==> src/rtl/lcd_rgb_rx.sv <==
// Panel-side receiver for the 16-bit parallel RGB LCD bus: oversamples the bus on sys_clk,
// emits a coordinate-tagged pixel stream and measures the active resolution of each frame.
`timescale 1ns/1ps
module lcd_rgb_rx #(
  parameter int          X_W      = 11,
  parameter int          Y_W      = 11,
  parameter logic        SYNC_POL = 1'b0,
  parameter logic [15:0] PANEL_ID = 16'h0010
) (
  input  logic           sys_clk,
  input  logic           sys_rst_n,
  input  logic           lcd_clk,
  input  logic           lcd_de,
  input  logic           lcd_hs,
  input  logic           lcd_vs,
  input  logic [15:0]    lcd_rgb_in,
  output logic           lcd_rgb_id_oe,
  output logic [15:0]    lcd_rgb_id,
  output logic           pix_valid,
  output logic [15:0]    pix_data,
  output logic [X_W-1:0] pix_x,
  output logic [Y_W-1:0] pix_y,
  output logic           frame_start,
  output logic           line_end,
  output logic           frame_done,
  output logic [X_W-1:0] h_active,
  output logic [Y_W-1:0] v_active,
  output logic           meas_valid,
  output logic           err_line_len
);

  localparam int PIN_W    = 20;
  localparam int PIN_CLK  = 19;
  localparam int PIN_DE   = 18;
  localparam int PIN_HS   = 17;
  localparam int PIN_VS   = 16;

  localparam logic [1:0] ST_WAIT_VS = 2'd0;
  localparam logic [1:0] ST_V_BLANK = 2'd1;
  localparam logic [1:0] ST_ACTIVE  = 2'd2;
  localparam logic [1:0] ST_H_BLANK = 2'd3;

  localparam logic [X_W-1:0] X_MAX = '1;
  localparam logic [Y_W-1:0] Y_MAX = '1;

  logic [PIN_W-1:0] pins;
  logic [PIN_W-1:0] pins_sync;

  assign pins = {lcd_clk, lcd_de, lcd_hs, lcd_vs, lcd_rgb_in};

  // Every pin gets the same two-flop synchronizer so bus and clock stay aligned.
  genvar gi;
  generate
    for (gi = 0; gi < PIN_W; gi++) begin : g_sync
      logic meta_reg;
      logic sync_reg;
      always_ff @(posedge sys_clk or negedge sys_rst_n) begin
        if (!sys_rst_n) begin
          meta_reg <= 1'b0;
          sync_reg <= 1'b0;
        end else begin
          meta_reg <= pins[gi];
          sync_reg <= meta_reg;
        end
      end
      assign pins_sync[gi] = sync_reg;
    end
  endgenerate

  logic        clk_d_reg;
  logic        sample_reg;
  logic        de_reg;
  logic        hs_reg;
  logic        vs_reg;
  logic [15:0] rgb_reg;

  always_ff @(posedge sys_clk or negedge sys_rst_n) begin
    if (!sys_rst_n) begin
      clk_d_reg  <= 1'b0;
      sample_reg <= 1'b0;
      de_reg     <= 1'b0;
      hs_reg     <= 1'b0;
      vs_reg     <= 1'b0;
      rgb_reg    <= '0;
    end else begin
      clk_d_reg  <= pins_sync[PIN_CLK];
      sample_reg <= pins_sync[PIN_CLK] & ~clk_d_reg;
      de_reg     <= pins_sync[PIN_DE];
      hs_reg     <= pins_sync[PIN_HS];
      vs_reg     <= pins_sync[PIN_VS];
      rgb_reg    <= pins_sync[15:0];
    end
  end

  // Lines are delimited by DE; HS is kept aligned with the bus but drives no decoding.
  logic hs_act_unused;
  assign hs_act_unused = (hs_reg == SYNC_POL);

  logic vs_act;
  logic vs_edge;
  logic vs_prev_reg, vs_prev_next;

  assign vs_act  = (vs_reg == SYNC_POL);
  assign vs_edge = sample_reg && vs_act && !vs_prev_reg;

  logic [1:0]     state_reg, state_next;
  logic [X_W-1:0] x_reg, x_next;
  logic [Y_W-1:0] y_reg, y_next;
  logic [X_W-1:0] ref_len_reg, ref_len_next;
  logic           ref_set_reg, ref_set_next;
  logic           err_pend_reg, err_pend_next;

  logic           pix_valid_reg, pix_valid_next;
  logic [15:0]    pix_data_reg, pix_data_next;
  logic [X_W-1:0] pix_x_reg, pix_x_next;
  logic [Y_W-1:0] pix_y_reg, pix_y_next;
  logic           frame_start_reg, frame_start_next;
  logic           line_end_reg, line_end_next;
  logic           frame_done_reg, frame_done_next;
  logic [X_W-1:0] h_active_reg, h_active_next;
  logic [Y_W-1:0] v_active_reg, v_active_next;
  logic           meas_valid_reg, meas_valid_next;
  logic           err_line_len_reg, err_line_len_next;

  always_comb begin
    state_next        = state_reg;
    x_next            = x_reg;
    y_next            = y_reg;
    ref_len_next      = ref_len_reg;
    ref_set_next      = ref_set_reg;
    err_pend_next     = err_pend_reg;
    vs_prev_next      = vs_prev_reg;
    pix_valid_next    = 1'b0;
    pix_data_next     = pix_data_reg;
    pix_x_next        = pix_x_reg;
    pix_y_next        = pix_y_reg;
    frame_start_next  = 1'b0;
    line_end_next     = 1'b0;
    frame_done_next   = 1'b0;
    h_active_next     = h_active_reg;
    v_active_next     = v_active_reg;
    meas_valid_next   = meas_valid_reg;
    err_line_len_next = err_line_len_reg;

    if (sample_reg) begin
      vs_prev_next = vs_act;
      if (state_reg == ST_WAIT_VS) begin
        if (vs_edge) begin
          state_next = ST_V_BLANK;
        end
      end else begin
        // A frame-closing VS takes priority over capturing a pixel on the same sample.
        if (de_reg && !vs_edge) begin
          pix_valid_next   = 1'b1;
          pix_data_next    = rgb_reg;
          pix_x_next       = x_reg;
          pix_y_next       = y_reg;
          frame_start_next = (x_reg == '0) && (y_reg == '0);
          if (x_reg == X_MAX) begin
            err_pend_next = 1'b1;
          end else begin
            x_next = x_reg + 1'b1;
          end
          state_next = ST_ACTIVE;
        end

        if ((state_reg == ST_ACTIVE) && (!de_reg || vs_edge)) begin
          line_end_next = 1'b1;
          x_next        = '0;
          if (y_reg == Y_MAX) begin
            err_pend_next = 1'b1;
          end else begin
            y_next = y_reg + 1'b1;
          end
          if (!ref_set_reg) begin
            ref_len_next = x_reg;
            ref_set_next = 1'b1;
          end else if (x_reg != ref_len_reg) begin
            err_pend_next = 1'b1;
          end
          if (de_reg) begin
            err_pend_next = 1'b1;
          end
          state_next = ST_H_BLANK;
        end

        if (vs_edge) begin
          frame_done_next   = 1'b1;
          v_active_next     = y_next;
          h_active_next     = ref_len_next;
          err_line_len_next = err_pend_next;
          meas_valid_next   = 1'b1;
          x_next            = '0;
          y_next            = '0;
          ref_len_next      = '0;
          ref_set_next      = 1'b0;
          err_pend_next     = 1'b0;
          state_next        = ST_V_BLANK;
        end
      end
    end
  end

  always_ff @(posedge sys_clk or negedge sys_rst_n) begin
    if (!sys_rst_n) begin
      state_reg        <= ST_WAIT_VS;
      x_reg            <= '0;
      y_reg            <= '0;
      ref_len_reg      <= '0;
      ref_set_reg      <= 1'b0;
      err_pend_reg     <= 1'b0;
      // Treated as already active so a VS held through reset is not taken as an edge.
      vs_prev_reg      <= 1'b1;
      pix_valid_reg    <= 1'b0;
      pix_data_reg     <= '0;
      pix_x_reg        <= '0;
      pix_y_reg        <= '0;
      frame_start_reg  <= 1'b0;
      line_end_reg     <= 1'b0;
      frame_done_reg   <= 1'b0;
      h_active_reg     <= '0;
      v_active_reg     <= '0;
      meas_valid_reg   <= 1'b0;
      err_line_len_reg <= 1'b0;
      lcd_rgb_id_oe    <= 1'b0;
    end else begin
      state_reg        <= state_next;
      x_reg            <= x_next;
      y_reg            <= y_next;
      ref_len_reg      <= ref_len_next;
      ref_set_reg      <= ref_set_next;
      err_pend_reg     <= err_pend_next;
      vs_prev_reg      <= vs_prev_next;
      pix_valid_reg    <= pix_valid_next;
      pix_data_reg     <= pix_data_next;
      pix_x_reg        <= pix_x_next;
      pix_y_reg        <= pix_y_next;
      frame_start_reg  <= frame_start_next;
      line_end_reg     <= line_end_next;
      frame_done_reg   <= frame_done_next;
      h_active_reg     <= h_active_next;
      v_active_reg     <= v_active_next;
      meas_valid_reg   <= meas_valid_next;
      err_line_len_reg <= err_line_len_next;
      // Raw pin on purpose: the ID tristate must turn around with the driver's DE.
      lcd_rgb_id_oe    <= ~lcd_de;
    end
  end

  assign lcd_rgb_id   = PANEL_ID;
  assign pix_valid    = pix_valid_reg;
  assign pix_data     = pix_data_reg;
  assign pix_x        = pix_x_reg;
  assign pix_y        = pix_y_reg;
  assign frame_start  = frame_start_reg;
  assign line_end     = line_end_reg;
  assign frame_done   = frame_done_reg;
  assign h_active     = h_active_reg;
  assign v_active     = v_active_reg;
  assign meas_valid   = meas_valid_reg;
  assign err_line_len = err_line_len_reg;

endmodule

==> config.mk <==
export PLATFORM = sky130hd
export DESIGN_NAME = lcd_rgb_rx
export DESIGN_NICKNAME = d
export VERILOG_FILES = /design/src/rtl/lcd_rgb_rx.sv
export SDC_FILE = /design/constraint.sdc
export NUM_CORES = 1
export LEC_CHECK = 0
export CAP_MARGIN = 20
export CORE_UTILIZATION = 45
export CTS_CLUSTER_DIAMETER = 200
export DETAILED_ROUTE_END_ITERATION = 7
export GPL_TIMING_DRIVEN = 0
export PLACE_DENSITY = 0.69
export SYNTH_ARGS = -nofsm -noshare
export SYNTH_HDL_FRONTEND = slang
export SYNTH_SLANG_ARGS = --single-unit
export TNS_END_PERCENT = 1
==> constraint.sdc <==
create_clock -name sys_clk -period 2.26 [get_ports sys_clk]
set_input_delay 0.452 -clock sys_clk [delete_from_list [all_inputs] [get_ports sys_clk]]
set_output_delay 0.452 -clock sys_clk [all_outputs]
set_load 0.05 [all_outputs]
# --- Word-level counts from Yosys, hierarchy flattened ---
# Index checks and enable logic that the tools add are counted.
op_classes:
  bitwise: 5
  n_mux: 37
  n_reduce_logical: 20
  addsub: 2
  n_eq_ne: 6
ops:
  columns: ["cell", "count"]
  rows:
  - ["2-to-1 mux 11 bit", 10]
  - ["adder 11 x 1 -> 11 bit, second input constant", 2]
  - ["equality test 11 bit, second input constant", 2]
  - ["logical NOT 11 bit", 2]
  - ["2-to-1 mux 1 bit", 22]
  - ["AND reduction 3 bit", 4]
  - ["inequality test 11 bit", 1]
  - ["2-to-1 mux 2 bit", 5]
  - ["logical AND 1 bit", 5]
  - ["NOT 1 bit", 4]
  - ["AND reduction 4 bit", 1]
  - ["logical NOT 1 bit", 3]
  - ["inequality test 3 x 2 -> 1 bit, second input constant", 1]
  - ["nonzero test 3 bit", 1]
  - ["equality test 2 bit, second input constant", 1]
  - ["logical NOT 2 bit", 1]
  - ["inequality test 2 bit, second input constant", 1]
  - ["AND reduction 2 bit", 1]
  - ["nonzero test 2 bit", 1]
  - ["AND 1 bit", 1]
  - ["logical OR 1 bit", 1]
totals:
  out_inout_bits: 83
  regBits: 163
  wordCells: 132
  input_bits: 22

# --- Depth between registers and ports, before layout ---
logic_depth:
  ltp_word: 12
  ltp_mapped: 8
  ltp_nobuf: 6

# --- Worst setup path after synthesis ---
# Ideal clock, no wire load.
synth_path:
  kind: "register to register"
  startpoint: "register y_reg[0]"
  endpoint: "register v_active_reg[9] (netlist: v_active[9])"
  path_slack_ns: 0.214
  required_ns: 2.195
  stages_incl_launch_ff: 9
  period_less_slack_ns: 2.046
  path_buffers: 2
  setup_ns: 0.065
  t_arrival_ns: 1.981
  cell_sequence: "dfrtp_1 -> ha_1 -> inv_1 -> or4_4 -> buf_6 -> and2_4 -> buf_6 -> a311oi_2 -> a21o_1"
synth_via:
  elab_chain_cells: 3
  word_cells_on_any_way: 4
  classes_between: "add/sub (1); eq/ne (1); mux (2)"
synth_lines:
  columns: ["item", "line", "rtl"]
  rows:
  - ["start: declaration", "108", "logic [Y_W-1:0] y_reg, y_next;"]
  - ["start signal: assignment", "229", "y_reg <= y_next;"]
  - ["adder 11 x 1 -> 11 bit / equality test 11 bit (equally long branches)", "173, 170", null]
  - ["2-to-1 mux 11 bit (*)", "170", "if (y_reg == Y_MAX) begin"]
  - ["2-to-1 mux 11 bit (*)", "167", "if ((state_reg == ST_ACTIVE) && (!de_reg || vs_edge)) begin"]
  - ["end signal: assignment", "242", "v_active_reg <= v_active_next;"]
  - ["end: declaration", "121", "logic [Y_W-1:0] v_active_reg, v_active_next;"]
# Every way passes the cells marked *; elsewhere a longest branch is shown, timed or not.
# A chain may end at the register's enable or synchronous reset.

# --- Final worst setup path ---
# Ends and elaborated chain as after synthesis.

==> run metrics <==
cell count after placement 790; initial antenna violation count 0; Post-Syn Instances 508; EDFF count, synth 0; Pwr Density 1060 nW/um^2; GRT overflow 0; drt pass-1 iters 4; Clock Skew 0.00723 ns; Final GP Congestion 0.830; vias in the first global route 4212; share of cells above drive strength 1 19.2%; CTS sink count 163; #FFs+latches synth 163; largest stage delay on the critical path 0.53 ns; Slew HR 47.6%; cell depth of the worst setup path 8; CP Buf/Inv Count 3; status completed; ys flop type dfrtp_1; Die Y 121 um; kind of end point of the critical path register; pins over their slew limit 0; Least-Margin Pin Slew 0.781 ns; Fin Setup TNS 0 ns; Synth top area share 63.2%; htree depth 4; number of setup buffers added after CTS 0; full die area 14700 um^2; Worst Path Arrival 2.57 ns; Synth warnings 0; DR iter-0 viols 296; CP Cell Sequence ha_4, inv_1, or4_4, buf_6, and2_4, buf_6, a311oi_4, a21o_1; Seq/Total Area, Yosys 63.6%; setup slack, reg-to-reg 0.06 ns; Synth Area per Inst 12.6 um^2; non-filler instance count after layout 821; Setup WS pre-CTS -0.199 ns; worst r2r path cells 8; setup slack after layout 0.0591 ns; largest delay contributor family on the critical path simple AND/OR/NAND/NOR gates; post-route clock period utilization 97.4%; post-synthesis cell area 6420 um^2; row cnt 43; Fin Hold WS 0.0605 ns; Die W 121 um; post-route cell area 8280 um^2; P_leak 3.74 nW; area grow syn2layout 29.0%; Startpoint Class register; DP HPWL 9120 um; Final Power 8.80 mW; first-pass GRT wire length 21600 um; Peak Freq 0.454 GHz; final net count 654; DR vias/cell 5.30; Distinct cells, synth 53; Final Hold Fails 0; Post-Route WL 13300 um; post-synthesis async set-or-reset flop share 100%; Max Buffers Root-to-Sink 2; drt wl/cell 16.3 um; total core area 13900 um^2; RSZ-0062 raised after global routing true; fill cell count 1137; Root Driver clkbuf_16; CTS tree done; largest net degree at the start of global routing 84; DRC viols 0; Clock Latency Late Sink 0.42 ns; Port Buffers 87; area leader, netlist dfrtp_1; WS Path Type register to register; Top Ports 105; Finished Core Util 59.6%; top-count cell post-synth dfrtp_1; GRT Resource Usage Total 19.6%; Antenna Nets Post-Route 0; Initial Util 46.2%; WP data required 2.63 ns; path type of the worst min-delay path input pin to asynchronous set/reset pin; number of buffers created by CTS 17; total number of vias 4353; CP dominant cell by count buf_6; peak fanout along the critical path 10; antenna fix cells 0; # setup viols final 0; Placed Area 7590 um^2; synth top area cells dfrtp_1 (63%), mux2_2 (6.7%), o21ai_0 (2.5%), mux2i_1 (2.3%), nand2_1 (2.2%); Max-Cap Viols 0; Slowest-stage cell, CP or4_4; clk slew on worst S/H paths 0.06 ns; Max IR drop VDD 0.692 mV; Synth top cells by count dfrtp_1 (162), mux2_2 (38), nand2_1 (38); minimum clock period 2.20 ns
## area by class of cell
type / instances / area [um^2] / area share [%]
flip-flops and latches: 163 / 4080 / 49.3
multi-input cells: 299 / 2120 / 25.6
repair buffers: 88 / 900 / 10.9
clock buffers: 18 / 429 / 5.18
plain buffers: 51 / 299 / 3.61
well taps: 180 / 225 / 2.72
clock inverters: 14 / 191 / 2.31
inverters: 8 / 30.0 / 0.363
## metal layers
metal | GRT usage, % | wire length [um] | up-vias
met4 | 6.94 | 215 | 0
met3 | 5.64 | 681 | 23
met2 | 31.9 | 6810 | 134
li1 | - | - | 2013
met5 | 0 | 0 | -
met1 | 25.0 | 5640 | 2183
## logic make-up (layout without fill, tap and decap cells)
| logic type | count (synthesis) | after routing | synth area share (%) |
|---|---|---|---|
| AO/OA/AOI/OAI | 106 | 106 | 10.9 |
| XOR/XNOR | 16 | 16 | 2.18 |
| adder cells (fa/ha/maj) | 4 | 4 | 0.780 |
| buffers and inverters | 60 | 179 | 4.95 |
| flip-flops | 163 | 163 | 63.6 |
| multiplexers | 53 | 53 | 9.01 |
| other | 2 | 16 | 0.117 |
| AND/OR/NAND/NOR | 104 | 104 | 8.44 |
## power breakdown
group | switching [mW] | internal, mW | leakage [nW] | total, mW
Clock | 1.21 | 1.78 | 0.298 | 2.99
Combinational | 1.49 | 0.820 | 1.35 | 2.31
Sequential | 0.244 | 3.27 | 2.09 | 3.51
## cell usage in the layout (no fill, tap or decap), types with 4 or more instances in the layout
master,count
buf_6,4
mux2i_1,15
xor2_1,15
buf_4,18
a22o_1,11
nand3_1,14
a31oi_1,16
a21oi_1,17
clkbuf_1,19
conb_1,16
inv_6,4
inv_1,8
o21ai_0,32
mux2_2,38
nand2_1,38
nor2_1,11
and2_1,4
dfrtp_1,160
and3_1,5
nor4_1,5
buf_2,8
clkdlybuf4s50_1,86
clkbuf_16,17
## worst register-to-register path: stages, from the launching register on
cell	delay (ns)
dfrtp_2	0.48
ha_4	0.18
inv_1	0.07
or4_4	0.53
buf_6	0.16
and2_4	0.15
buf_6	0.14
a311oi_4	0.32
a21o_1	0.11
## timing repair
item / CTS / global route
pin swaps: 0 / 2
setup endpoints to repair: 47 / 71
hold buffers: 0 / 0
resized for setup: 5 / 18
## worst paths after layout
check                                        start           to
worst max-delay path                      y_reg[0]  v_active[9]
worst min-delay path                     sys_rst_n  h_active[9]
worst max register to register            y_reg[0]  v_active[9]
worst min register to register  g_sync[2].sync_reg   rgb_reg[2]
max in group asynchronous                sys_rst_n  vs_prev_reg
min in group sys_clk            g_sync[2].sync_reg   rgb_reg[2]
No activity file was read; power rests on OpenSTA's default activity.
